File: config.mk
export PLATFORM = sky130hd
export DESIGN_NAME = display_segundos
export DESIGN_NICKNAME = d
export VERILOG_FILES = /design/src/rtl/display_segundos.sv
export SDC_FILE = /design/constraint.sdc
export NUM_CORES = 1
export LEC_CHECK = 0
export ABC_AREA = 1
export CAP_MARGIN = 30
export CORE_MARGIN = 8
export CORE_UTILIZATION = 49
export DETAILED_ROUTE_END_ITERATION = 7
export PLACE_DENSITY = 0.68
export SETUP_SLACK_MARGIN = 0.05
export SLEW_MARGIN = 0
export SYNTH_ARGS = -nofsm -noshare
export SYNTH_HDL_FRONTEND = slang
export SYNTH_SLANG_ARGS = --single-unit
File: constraint.sdc
create_clock -name clk -period 2.6 [get_ports clk]
set_clock_uncertainty 0.05 [all_clocks]
set_input_delay 0.65 -clock clk [delete_from_list [all_inputs] [get_ports clk]]
set_output_delay 0.65 -clock clk [all_outputs]
set_load 0.05 [all_outputs]
File: src/rtl/display_segundos.sv
`default_nettype none
// ============================================================================
// Module      : display_segundos
// Description : Converts a binary seconds value to 4-digit BCD with a
//               sequential double-dabble FSM (one shift per clock) and
//               drives a time-multiplexed, active-low 4-digit 7-segment
//               display.
// Ports       : clk      - system clock, rising edge
//               rst_n    - asynchronous active-low reset
//               segundos - binary seconds from the counter [W-1:0]
//               seg      - {g,f,e,d,c,b,a}, active-low
//               an       - digit enables, active-low, an[0] = units
//               bcd      - converted value, [3:0] = units
//               busy     - high while a conversion is in progress
// Revision    : 1.0 - initial release
// ============================================================================
module display_segundos #(
  parameter int W          = 14,
  parameter int CLK_HZ     = 50_000_000,
  parameter int REFRESH_HZ = 1000,
  parameter int BLANK      = 1
) (
  input  logic         clk,
  input  logic         rst_n,
  input  logic [W-1:0] segundos,
  output logic [6:0]   seg,
  output logic [3:0]   an,
  output logic [15:0]  bcd,
  output logic         busy
);

  localparam int DIV = CLK_HZ / REFRESH_HZ;
  localparam int PW  = (DIV > 1) ? $clog2(DIV) : 1;
  localparam int CW  = $clog2(W + 1);
  localparam int SW  = 16 + W;

  typedef enum logic [1:0] {
    S_IDLE  = 2'd0,
    S_SHIFT = 2'd1,
    S_DONE  = 2'd2
  } state_t;

  state_t          r_state;
  logic [13:0]     r_sample;
  logic [SW-1:0]   r_sh;
  logic [CW-1:0]   r_cnt;
  logic [15:0]     r_bcd;
  logic            r_busy;
  logic [PW-1:0]   r_pre;
  logic [1:0]      r_idx;
  logic [3:0]      r_an;
  logic [6:0]      r_seg;

  logic [13:0]     w_ext;
  logic [13:0]     w_clamp;
  logic [SW-1:0]   w_adj;
  logic [3:0]      w_nib;
  logic            w_blank;
  logic [6:0]      w_seg_nxt;

  // The stored sample holds the clamped value, so comparing the clamped input
  // keeps an out-of-range input held steady from re-triggering conversions.
  assign w_ext   = 14'(segundos);
  assign w_clamp = (w_ext > 14'd9999) ? 14'd9999 : w_ext;

  // Double-dabble correction: add 3 to every BCD nibble that is >= 5.
  always_comb begin
    w_adj = r_sh;
    for (int k = 0; k < 4; k++) begin
      if (r_sh[W+4*k +: 4] >= 4'd5) begin
        w_adj[W+4*k +: 4] = r_sh[W+4*k +: 4] + 4'd3;
      end
    end
  end

  // Conversion FSM
  always_ff @(posedge clk or negedge rst_n) begin
    if (!rst_n) begin
      r_state  <= S_IDLE;
      r_sample <= '0;
      r_sh     <= '0;
      r_cnt    <= '0;
      r_bcd    <= '0;
      r_busy   <= 1'b0;
    end else begin
      case (r_state)
        S_IDLE: begin
          if (w_clamp != r_sample) begin
            r_sample <= w_clamp;
            r_sh     <= {16'd0, w_clamp[W-1:0]};
            r_cnt    <= CW'(W);
            r_busy   <= 1'b1;
            r_state  <= S_SHIFT;
          end
        end
        S_SHIFT: begin
          r_sh  <= {w_adj[SW-2:0], 1'b0};
          r_cnt <= r_cnt - 1'b1;
          if (r_cnt == CW'(1)) begin
            r_state <= S_DONE;
          end
        end
        S_DONE: begin
          r_bcd   <= r_sh[SW-1:W];
          r_busy  <= 1'b0;
          r_state <= S_IDLE;
        end
        default: r_state <= S_IDLE;
      endcase
    end
  end

  // Nibble selected by the scan index, plus leading-zero blanking
  always_comb begin
    w_nib   = r_bcd[3:0];
    w_blank = 1'b0;
    case (r_idx)
      2'd0: begin
        w_nib   = r_bcd[3:0];
        w_blank = 1'b0;
      end
      2'd1: begin
        w_nib   = r_bcd[7:4];
        w_blank = (r_bcd[15:4] == 12'd0);
      end
      2'd2: begin
        w_nib   = r_bcd[11:8];
        w_blank = (r_bcd[15:8] == 8'd0);
      end
      default: begin
        w_nib   = r_bcd[15:12];
        w_blank = (r_bcd[15:12] == 4'd0);
      end
    endcase
  end

  always_comb begin
    w_seg_nxt = 7'h7F;
    case (w_nib)
      4'd0: w_seg_nxt = 7'b1000000;
      4'd1: w_seg_nxt = 7'b1111001;
      4'd2: w_seg_nxt = 7'b0100100;
      4'd3: w_seg_nxt = 7'b0110000;
      4'd4: w_seg_nxt = 7'b0011001;
      4'd5: w_seg_nxt = 7'b0010010;
      4'd6: w_seg_nxt = 7'b0000010;
      4'd7: w_seg_nxt = 7'b1111000;
      4'd8: w_seg_nxt = 7'b0000000;
      4'd9: w_seg_nxt = 7'b0010000;
      default: w_seg_nxt = 7'h7F;
    endcase
    if ((BLANK != 0) && w_blank) begin
      w_seg_nxt = 7'h7F;
    end
  end

  // Scan: prescaler wrap advances the digit; an/seg follow one edge later
  always_ff @(posedge clk or negedge rst_n) begin
    if (!rst_n) begin
      r_pre <= '0;
      r_idx <= 2'd0;
      r_an  <= 4'hF;
      r_seg <= 7'h7F;
    end else begin
      if (r_pre == PW'(DIV - 1)) begin
        r_pre <= '0;
        r_idx <= r_idx + 2'd1;
      end else begin
        r_pre <= r_pre + 1'b1;
      end
      r_an  <= ~(4'b0001 << r_idx);
      r_seg <= w_seg_nxt;
    end
  end

  assign seg  = r_seg;
  assign an   = r_an;
  assign bcd  = r_bcd;
  assign busy = r_busy;

endmodule
`default_nettype wire
; ---- After elaboration in Yosys (flattened, before gate mapping)
; Memories as Yosys holds them, arrays and structs flattened.
; Cells that the tools add are included.
; W data, S select, Z words.
[totals]
ff_bits = 96
romBits = 112
inputBits = 16
elab_cells = 63
memories = 1
[memory_table]
columns = memory, words, width, rd, rd_clocked_by_memory_dff, write_ports, line
row1 = (name not given), 16, 7, 1, 0, 0, 139  ; case (w_nib)
[op_classes]
n_addsub = 7
magnitude_cmp = 5
eq_ne = 9
shifts = 1
n_mux = 18
n_bitwise = 1
n_reduce_logical = 11
[op_table]
columns = operator, count
row1 = $pmux W30 S2, 1
row2 = $mux W30, 1
row3 = $add A16 B1 Y16 const B, 1
row4 = $eq A16 B16 Y1 const B, 1
row5 = $ge A4 B3 Y1 const B, 4
row6 = $mux W16, 1
row7 = $mux W4, 4
row8 = $gt A14 B14 Y1 const B, 1
row9 = $mux W14, 1
row10 = $ne A14 B14 Y1, 1
row11 = $add A4 B2 Y4 const B, 3
row12 = $logic_not A12 Y1, 1
row13 = $pmux W4 S3, 1
row14 = $logic_not A8 Y1, 1
row15 = $pmux W4 S2, 1
row16 = $reduce_and A2 Y1, 4
row17 = $mux W7, 1
row18 = $eq A2 B1 Y1 const B, 2
row19 = $eq A2 B2 Y1 const B, 2
row20 = $eq A4 B1 Y1 const B, 1
row21 = $logic_not A2 Y1, 2
row22 = $logic_not A4 Y1, 1
row23 = $mux W2, 2
row24 = $ne A2 B2 Y1 const B, 2
row25 = 11 further kinds, 12

; ---- Logic depth before layout (Yosys ltp)
; Gate-level depths: netlist of run 1.
[depth]
word_depth = 5
ltp_mapped = 18
depth_no_buf = 16

; ---- Worst setup path after synthesis of run 1
; No wires, ideal clock.
[synth_path]
path_kind = input to register
start = input segundos[4]
end = register r_cnt[3]
setup_time_ns = 0.117
t_arrival_ns = 2.050
t_required_ns = 2.433
path_slack_ns = 0.383
stages = 16
path_cell_list = nor2_1 -> nand2_1 -> nand2_1 -> nand2_2 -> nand2_4 -> buf_6 -> nand2_2 -> xnor2_1 -> nand2_1 -> nor2_2 -> nand2_4 -> nand2_4 -> nand2_2 -> buf_2 -> nand2_1 -> nand2_1
[synth_between]
elab_chain_cells = 5
[synth_rtl]
columns = element, line
row1 = start: declaration, 25  ; input logic [W-1:0] segundos,
row2 = $gt A14 B14 Y1, 64  ; assign w_clamp = (w_ext > 14'd9999) ? 14'd9999 : w_ext;
row3 = $mux W14 (*), 64
row4 = $ne A14 B14 Y1 (*), 88  ; if (w_clamp != r_sample) begin
row5 = $ne A2 B2 Y1 (no line) (*), n/a
row6 = $reduce_and A2 Y1 (no line) (*), n/a
row7 = end signal: assignment, 91  ; r_cnt <= CW'(W);
row8 = end signal: assignment, 98  ; r_cnt <= r_cnt - 1'b1;
row9 = end: declaration, 46  ; logic [CW-1:0] r_cnt;
; Mark *: on every way between the ends. The rest lies on a longest branch, timed or not.
; A chain may end at the register's enable or synchronous reset.

; ---- Final worst setup path of run 1
[layout_path]
start = input segundos[9]
end = register r_sample[6]
[layout_between]
elab_chain_cells = 4
[layout_rtl]
columns = element, line
row1 = $gt A14 B14 Y1, 64
row2 = $mux W14 (*), 64
row3 = $ne A14 B14 Y1, 88
row4 = $reduce_and A2 Y1 (no line), n/a
row5 = end signal: assignment, 89  ; r_sample <= w_clamp;
row6 = end: declaration, 44  ; logic [13:0] r_sample;
; Marked as above.

==> results of run 1 <==
-- worst max-delay path: cells and delay by family --
kind	cells	cell delay (ns)
and+or+nand+nor	11	1.09
buffers and inverters	2	0.68
AOI/OAI and AO/OA	2	0.25
-- power by group --
part,internal [uW],switching (uW)
clock network,343,513
registers,2090,454
logic,1300,2240
total,3740,3210
-- final cells by class --
type                    count  area [um2]  area share, %
clock buffers              10       127.6          2.049
clock inverters             5       33.78         0.5425
inverters                  79       296.5          4.762
multi-input cells         462        2425          38.94
flip-flops and latches     96        2416          38.80
well taps                 136       170.2          2.733
repair buffers             77       758.2          12.18
-- Yosys cell counts, drive strengths merged --
cell type,instances
nand4,9
nor3,10
buf,13
and3,2
nand3b,2
nand2,200
o21ai,52
xor2,9
a31oi,7
inv,78
clkinv,1
dfrtp,85
or2,3
nor4,1
xnor2,3
nor2,55
nand3,73
ha,21
a21oi,10
o22ai,3
clkbuf,7
dfstp,11
-- routing by layer --
| metal | up-vias | share of wire (%) | track usage [%] |
|---|---|---|---|
| met4 | 0 | 1.6 | 4.684 |
| met5 | - | 0 | 0 |
| li1 | 2221 | - | - |
| met2 | 87 | 49 | 28.03 |
| met1 | 2093 | 45 | 19.49 |
| met3 | 18 | 4.4 | 4.629 |
-- metrics by stage --
stage	setup slack [ns]	hold WS [ns]	cells
after floorplan	0.3832	0.3044	655
after global placement	-0.2773	0.3915	846
after detailed placement	-0.3772	0.3977	846
after CTS	0.08970	0.1535	861
after global routing	0.03710	0.1610	865
final	0.1341	0.1628	865
-- how the worst max path moves through the flow --
stage / slack [ns] / endpoint / start
after global placement: -0.28 / r_sh[7]$_DFFE_PN0P_ / segundos[4]
after global routing: 0.04 / r_sh[7]$_DFFE_PN0P_ / segundos[9]
after CTS: 0.09 / r_sh[7]$_DFFE_PN0P_ / segundos[6]
after floorplan: 0.38 / r_cnt[3]$_DFFE_PN0P_ / segundos[4]
after detailed placement: -0.38 / r_sh[7]$_DFFE_PN0P_ / segundos[4]
final: 0.13 / r_sample[6]$_DFFE_PN0P_ / segundos[9]
-- logic make-up (layout without fill, tap and decap cells) --
group / Yosys count / after routing / synth area share (%)
AOI/OAI and AO/OA: 72 / 72 / 7.129
xor gates and xnor gates: 12 / 12 / 2.010
adders and majority gates: 21 / 21 / 5.024
buffers and inverters: 99 / 171 / 8.684
DFF: 96 / 96 / 46.20
and+or+nand+nor: 355 / 357 / 30.96
-- timing repair --
item / CTS / global route
pin swaps: 0 / 1
setup endpoints to repair: 11 / 49
setup buffers: 0 / 0
hold buffers: 0 / 0
gates resized for setup: 1 / 6
gates cloned: 0 / 4
-- registers in the layout (all words and copies together) (netlist names) --
signal    flops
r_sh         30
bcd          16
r_pre        16
r_sample     14
seg           7
an            4
r_cnt         4
r_idx         2
r_state       2
busy          1
==> key figures, run 1 <==
CTS
  – Clock sinks: 96
  – Worst-path clk slew: 0.09 ns
  – Clk_lat worst skew: 0.37 ns
  – CTS H-tree depth: 3
  – Number of CTS-inserted buffers: 9
  – CTS tree: built
  – Root Buffer: clkbuf_8
  – Bufs on Longest Clock Path: 2

Worst setup path
  – Crit path kind: input pin to flop
  – R2r endpoint: seg[3]$_DFF_PN1_
  – Critical path cell sequence: clkdlybuf4s50_1 -> nand2_1 -> nor2_1 -> nand2_1 -> nand2_4 -> nand2_4 -> nand2_2 -> nand2_1 -> a21oi_1 -> nand2_1 -> nor2_2 -> nand2_4 -> nand2_8 -> clkbuf_16 -> o21ai_0
  – Cell mode on critical path: nand2_1
  – Req. time, crit path: 2.80 ns
  – CP Launch Type: input pin
  – Crit path max-delay cell type: clkdlybuf4s50_1
  – Critical Path End Type: flop
  – R2R Path Start: r_idx[1]$_DFFE_PN0N_
  – Worst-path fanout max: 15
  – R2r setup slk: 0.39 ns
  – R2R depth: 9
  – Critical Path AT: 2.67 ns
  – Crit-path max cell delay: 0.48 ns

Finish
  – Commonest cells after routing, fill and taps aside: 191 x nand2_1, 85 x dfrtp_1, 76 x inv_1, 54 x nand3_1, 53 x nor2_1
  – Ant. Diodes: 0
  – Final core occ: 60.32%
  – FILL cells: 926
  – Nets: 762
  – Design area: 0.006227 mm2
  – Most common cell after layout, fill and taps aside: nand2_1
  – Layout cells sized above 1: 13.44%
  – P&R area growth vs syn: 19.07%

Global routing
  – Aggregate global-route resource usage: 16.29%
  – Grt ovf: 0
  – Largest net degree at the start of global routing: 43
  – First-pass GRT wire length: 19580 um
  – Antenna violations before repair: 0
  – Vias in the first global route: 4289

Drt
  – WL final: 11260 um
  – ANT nets after route: 0
  – Router iterations before antenna repair: 4
  – Via count: 4419
  – DR DRC count: 0
  – First DRT Iteration DRCs: 250
  – Via density: 5.109
  – Wire per inst: 13.02 um

Timing
  – Final setup violation count: 0
  – Hold Fails Final Rpt: 0
  – Slew HR: 40.85%
  – Final min period: 2.466 ns
  – Crit share post-route: 94.84%
  – RSZ-0062 raised after global routing: no
  – Slew @ Worst Pin: 0.8851 ns
  – FMAX: 405.5 MHz
  – Slew Viols, Final: 0
  – Setup TNS: 0 ns

Logic synthesis
  – Ys Warns: 0
  – Synth Register Bits: 96
  – Area share of the largest cell type after synthesis: 40.67%
  – Synth area leaders: dfrtp_1 41%, nand2_1 14%, dfstp_2 5.5%
  – Unique cell type count in the Yosys netlist: 31
  – Mean area per synthesized cell: 7.985 um2
  – Register area share after synthesis: 46.20%
  – Synthesized instance count: 655
  – Post-Syn Area: 0.005230 mm2
  – Syn nets: 692
  – Synth area leader: dfrtp_1

Die
  – Num rows: 37
  – Starting Density: 50.66%
  – Chip width: 119.3 um
  – Io pins: 44
  – Core Footprint: 0.01032 mm2
  – Die ar.: 0.01423 mm2
  – Die height: 119.3 um

Power and ir drop
  – LEAKAGE: 0.003165 uW
  – P per Cell Area: 1116 mW/mm2
  – Total Power Consumption: 6951 uW
  – Peak supply drop: 580.4 uV

Placement
  – Gpl congestion: 0.8654
  – IO Port Bufs: 43
  – Dpl cell area: 0.005948 mm2
  – Hpwl dp: 8080 um

Outcome
  – Status: complete, no violations

Worst hold path
  – Worst min path class: input pin to async pin

Run
  – Max-cap violations: 0
No activity file was read; power rests on OpenSTA's default activity.
==> run 2: changes to the inputs <==
--- a/config.mk
+++ b/config.mk
@@ -8,9 +8,9 @@
 export ABC_AREA = 1
 export CAP_MARGIN = 30
 export CORE_MARGIN = 8
-export CORE_UTILIZATION = 49
+export CORE_UTILIZATION = 25
 export DETAILED_ROUTE_END_ITERATION = 7
-export PLACE_DENSITY = 0.68
+export PLACE_DENSITY = 0.4
 export SETUP_SLACK_MARGIN = 0.05
 export SLEW_MARGIN = 0
 export SYNTH_ARGS = -nofsm -noshare
==> key figures, run 2 (synthesized netlist as in run 1, its figures left out) <==
Worst hold path
  – Worst min path class: input pin to async pin

Worst setup path
  – Critical Path AT: 2.64 ns
  – Critical path cell sequence: clkdlybuf4s50_1 -> nand2_1 -> nor2_2 -> nand2_2 -> nand2_8 -> nand2_8 -> nand3_1 -> nand2_1 -> nor2_1 -> nand2_1 -> nor2_2 -> nand2_4 -> nand2_8 -> clkbuf_16 -> o21ai_0
  – Worst-path fanout max: 8
  – Crit-path max cell delay: 0.48 ns
  – Critical Path End Type: flop
  – Crit path max-delay cell type: clkdlybuf4s50_1
  – Req. time, crit path: 2.77 ns
  – Crit path kind: input pin to flop
  – CP Launch Type: input pin

CTS
  – Number of CTS-inserted buffers: 9
  – Root Buffer: clkbuf_16
  – Clk_lat worst skew: 0.35 ns
  – CTS tree: built
  – Worst-path clk slew: 0.07 ns
  – Bufs on Longest Clock Path: 2
  – Clock sinks: 96
  – Post-CTS Hold Fix Bufs: 0
  – CTS H-tree depth: 3

Die
  – Starting Density: 25.20%
  – Num rows: 53
  – Die height: 160.6 um
  – Io pins: 44
  – Chip width: 160.6 um
  – Die ar.: 0.02580 mm2
  – Core Footprint: 0.02076 mm2

Global routing
  – Aggregate global-route resource usage: 10.07%
  – Grt ovf: 0
  – Largest net degree at the start of global routing: 71
  – Vias in the first global route: 4376
  – First-pass GRT wire length: 21710 um
  – Antenna violations before repair: 0

Finish
  – Register Area: 0.002416 mm2
  – Post-Layout Cell Count: 1016
  – Layout cells sized above 1: 16.19%
  – Multi-input gate area: 0.002541 mm2
  – Commonest cells after routing, fill and taps aside: 185 x nand2_1, 85 x dfrtp_1, 76 x inv_1, 51 x nand3_1, 51 x nor2_1
  – Most common cell after layout, fill and taps aside: nand2_1
  – FILL cells: 2200
  – Nets: 773
  – Final core occ: 32.50%
  – Reg with most FFs: r_sh
  – Ant. Diodes: 0
  – Max FFs per register: 30
  – P&R area growth vs syn: 28.97%
  – Design area: 0.006745 mm2

Timing
  – Crit share post-route: 94.99%
  – FMAX: 404.9 MHz
  – RSZ-0062 raised after global routing: no
  – Slew Viols, Final: 0
  – Hold slack final: 0.1715 ns
  – Slew @ Worst Pin: 0.9229 ns
  – Fin worst setup slack: 0.1302 ns
  – Final min period: 2.470 ns
  – Hold Fails Final Rpt: 0
  – Slew HR: 38.32%
  – Final setup violation count: 0

Placement
  – Inst Count DP: 987
  – Hpwl dp: 8964 um
  – Dpl cell area: 0.006137 mm2
  – Gpl congestion: 0.8212
  – Pre-CTS WS: -0.3717 ns
  – IO Port Bufs: 43

Drt
  – DR DRC count: 0
  – WL final: 13280 um
  – Wire per inst: 13.07 um
  – ANT nets after route: 0
  – Via density: 4.378
  – First DRT Iteration DRCs: 215
  – Via count: 4448
  – Router iterations before antenna repair: 4

Power and ir drop
  – P per Cell Area: 1115 mW/mm2
  – LEAKAGE: 0.003340 uW
  – Peak supply drop: 430.9 uV

Run
  – Max-cap violations: 0

Outcome
  – Status: complete, no violations
-- run 2: changes by cell type in the layout (fill, tap and decap cells not counted), sizes merged --
cell | before | now
clkinvlp | 2 | 3
clkbuf | 12 | 14
nand2 | 202 | 205
dlymetal6s2s | 1 | 6
buf | 33 | 39
clkdlybuf4s50 | 41 | 36
-- run 2: power by group --
| group | internal (uW) | leakage (uW) | total, uW | switching (uW) |
|---|---|---|---|---|
| clock | 653 | 0.000125 | 1250 | 599 |
| sequential | 2100 | 0.00117 | 2560 | 465 |
| combinational | 1380 | 0.00204 | 3710 | 2330 |
-- run 2: layout make-up --
class	count	area share, %
flip-flops and latches	96	35.82
clock buffers	10	3.395
repair buffers	85	12.95
multi-input cells	465	37.67
clock inverters	6	0.6678
well taps	275	5.101
inverters	79	4.396
-- run 2: what timing repair did --
| action | CTS | global route |
|---|---|---|
| endpoints found under the setup margin | 16 | 50 |
| gates cloned | 0 | 11 |
| gates resized for setup | 1 | 29 |
| setup buffers | 0 | 2 |
| pin swaps | 0 | 14 |
-- run 2: worst max-delay path: cells and delay by family --
kind / cells / cell delay (ns)
simple gates: 12 / 1.26
buf+inv: 2 / 0.65
compound gates: 1 / 0.07
-- run 2: final timing paths --
kind,start,endpoint,slack (ns),cells past startpoint
min in group clk,r_pre[0]$_DFF_PN0_,r_pre[0]$_DFF_PN0_,0.40,1
worst max-delay path,segundos[9],r_sample[6]$_DFFE_PN0P_,0.13,15
max in group asynchronous,rst_n,r_sample[3]$_DFFE_PN0P_,1.61,2
worst min-delay path,rst_n,bcd[13]$_DFFE_PN0P_,0.17,1
worst max register to register,r_idx[0]$_DFFE_PN0N_,seg[3]$_DFF_PN1_,0.33,9
worst min register to register,r_pre[0]$_DFF_PN0_,r_pre[0]$_DFF_PN0_,0.40,1
-- run 2: per-layer routing --
layer / wire [um] / vias to the layer above / track usage [%]
li1: - / 2263 / -
met1: 6405 / 2099 / 13.07
met2: 6175 / 75 / 16.40
met3: 543 / 11 / 2.380
met4: 159 / 0 / 2.804
met5: 0 / - / 0
-- run 2: metrics by stage --
step                TNS (ns)  total power [uW]
finish                     0              7522
CTS                        0              7387
floorplan                  0              5077
global placement      -11.26              6019
detailed placement    -13.07              6084
global route               0              8208
==> run 3: changes to the inputs <==
--- a/config.mk
+++ b/config.mk
@@ -5,7 +5,6 @@
 export SDC_FILE = /design/constraint.sdc
 export NUM_CORES = 1
 export LEC_CHECK = 0
-export ABC_AREA = 1
 export CAP_MARGIN = 30
 export CORE_MARGIN = 8
 export CORE_UTILIZATION = 25
==> key figures, run 3 <==
Placement
  – IO Port Bufs: 43
  – Inst Count DP: 815
  – Hpwl dp: 8565 um
  – Gpl congestion: 0.7443
  – Pre-CTS WS: -0.7675 ns

CTS
  – Worst-path clk slew: 0.07 ns
  – Bufs on Longest Clock Path: 2
  – CTS tree: built
  – Number of CTS-inserted buffers: 9
  – CTS H-tree depth: 3
  – Root Buffer: clkbuf_16
  – Post-CTS Hold Fix Bufs: 0
  – Clk_lat worst skew: 0.35 ns
  – Clock sinks: 96

Worst setup path
  – R2r endpoint: r_sh[2]$_DFFE_PN0P_
  – Crit path kind: input pin to flop
  – R2R depth: 8
  – Req. time, crit path: 2.77 ns
  – Worst-path fanout max: 7
  – Critical Path AT: 2.67 ns
  – R2r setup slk: 0.24 ns
  – R2R Path Start: r_sample[2]$_DFFE_PN0P_
  – Critical Path End Type: flop
  – CP Launch Type: input pin

Finish
  – Max FFs per register: 30
  – Reg with most FFs: r_sh
  – Commonest cells after routing, fill and taps aside: 85 x dfrtp_1, 47 x nor2_1, 45 x nand2_1, 39 x buf_4, 34 x o21ai_0
  – Layout cells sized above 1: 21.93%
  – Most common cell after layout, fill and taps aside: dfrtp_1
  – Nets: 611
  – Post-Layout Cell Count: 844
  – P&R area growth vs syn: 31.06%
  – Ant. Diodes: 0

Logic synthesis
  – Synth Register Bits: 96
  – Synthesized instance count: 491
  – Synth area leaders: dfrtp_1 44%, dfstp_2 5.9%, ha_1 5.4%
  – Register area share after synthesis: 49.60%
  – Unique cell type count in the Yosys netlist: 54
  – Post-synth EDFFs: 0
  – Top_reg_cell synth: dfrtp_1
  – Async S/R FF share, synth: 100.0%
  – Mean area per synthesized cell: 9.920 um2
  – Ys Warns: 0
  – Area share of the largest cell type after synthesis: 43.67%
  – Post-Syn Area: 0.004871 mm2
  – Post-synth top cells: 85 x dfrtp_1, 47 x nor2_1, 45 x nand2_1
  – Synth area leader: dfrtp_1
  – Most numerous cell in the Yosys netlist: dfrtp_1
  – Syn nets: 528

Drt
  – Via density: 4.505
  – WL final: 12100 um
  – Wire per inst: 14.34 um
  – First DRT Iteration DRCs: 141
  – ANT nets after route: 0
  – DR DRC count: 0
  – Via count: 3802
  – Router iterations before antenna repair: 4

Die
  – Die ar.: 0.02421 mm2
  – Core Footprint: 0.01927 mm2
  – Num rows: 51
  – Starting Density: 25.28%
  – Chip width: 155.6 um
  – Io pins: 44
  – Die height: 155.6 um

Timing
  – Slew @ Worst Pin: 0.8640 ns
  – Final setup violation count: 0
  – Final min period: 2.496 ns
  – FMAX: 400.6 MHz
  – Crit share post-route: 96.01%
  – Hold Fails Final Rpt: 0
  – Fin worst setup slack: 0.1037 ns
  – Hold slack final: 0.3170 ns
  – Setup TNS: 0 ns
  – Slew HR: 42.40%
  – RSZ-0062 raised after global routing: yes
  – Slew Viols, Final: 0

Global routing
  – Largest net degree at the start of global routing: 97
  – First-pass GRT wire length: 19960 um
  – Antenna violations before repair: 0
  – Vias in the first global route: 3841
  – Grt ovf: 0
  – Aggregate global-route resource usage: 10.25%

Power and ir drop
  – P per Cell Area: 1119 mW/mm2
  – LEAKAGE: 0.002773 uW
  – Total Power Consumption: 7143 uW
  – Peak supply drop: 348.7 uV

Worst hold path
  – Worst min path class: input pin to async pin

Run
  – Max-cap violations: 0

Outcome
  – Status: complete, no violations
-- run 3: kinds of logic (layout without fill, tap and decap cells) --
group                    Yosys count  in the layout  synth area share, %
multiplexers                      16             16                3.545
XOR/XNOR                          31             31                5.574
AND/OR/NAND/NOR                  177            177                17.62
adder cells (fa/ha/maj)           21             21                5.394
AO/OA/AOI/OAI                    106            106                14.28
flip-flops                        96             96                49.60
buffers and inverters             44            132                3.981
-- run 3: per-layer routing --
layer	track usage (%)	part of all wire (%)	wire (um)	vias to the layer above
met5	0	0	0	-
met2	17.04	47	5742	62
met4	2.079	0.80	97	0
li1	-	-	-	1886
met3	3.186	3.9	469	9
met1	12.87	48	5791	1845
-- run 3: worst max path at each step --
stage	start	to	slack (ns)	cells past startpoint
after floorplan	segundos[6]	r_sh[10]$_DFFE_PN0P_	-0.03	9
after global placement	segundos[6]	r_sh[3]$_DFFE_PN0P_	-0.72	9
after detailed placement	segundos[6]	r_sh[6]$_DFFE_PN0P_	-0.77	9
after CTS	segundos[8]	r_sh[8]$_DFFE_PN0P_	0.07	13
after global routing	segundos[9]	r_sh[8]$_DFFE_PN0P_	0.03	13
final	segundos[7]	r_sh[2]$_DFFE_PN0P_	0.10	10
-- run 3: layout make-up --
cell class	count	area, um2
flip-flops and latches	96	2416
fillers	2001	12890
clock inverters	5	32.53
repair buffers	92	833.3
inverters	24	90.09
clock buffers	11	242.7
multi-input cells	351	2437
well taps	265	331.6
-- run 3: repair_timing --
action / CTS / global route
cloned: 1 / 1
pin swaps: 13 / 23
setup endpoints to repair: 49 / 37
gates resized for setup: 59 / 32
buffers inserted: 9 / 2
-- run 3: through the flow --
stage / utilization (%) / instance area, um2
CTS: 32.37 / 6237
global placement: 30.30 / 5839
detailed placement: 30.30 / 5839
finish: 33.13 / 6384
floorplan: - / 4892
global route: 33.13 / 6384
-- run 3: critical path: stages --
cell and delay, ns:
buf_8 0.10, nor4_4 0.25, buf_4 0.18, o21ai_4 0.08, a2bb2oi_2 0.14, a2111o_1 0.45, o31a_1 0.38, buf_6 0.21
nor3_2 0.17, nor3_1 0.06
-- run 3: where the power goes --
| part | total (uW) | switching [uW] | leakage, uW | internal (uW) |
|---|---|---|---|---|
| logic | 3350 | 1940 | 0.00146 | 1410 |
| registers | 2550 | 503 | 0.00117 | 2050 |
| clock network | 1250 | 574 | 0.000139 | 674 |
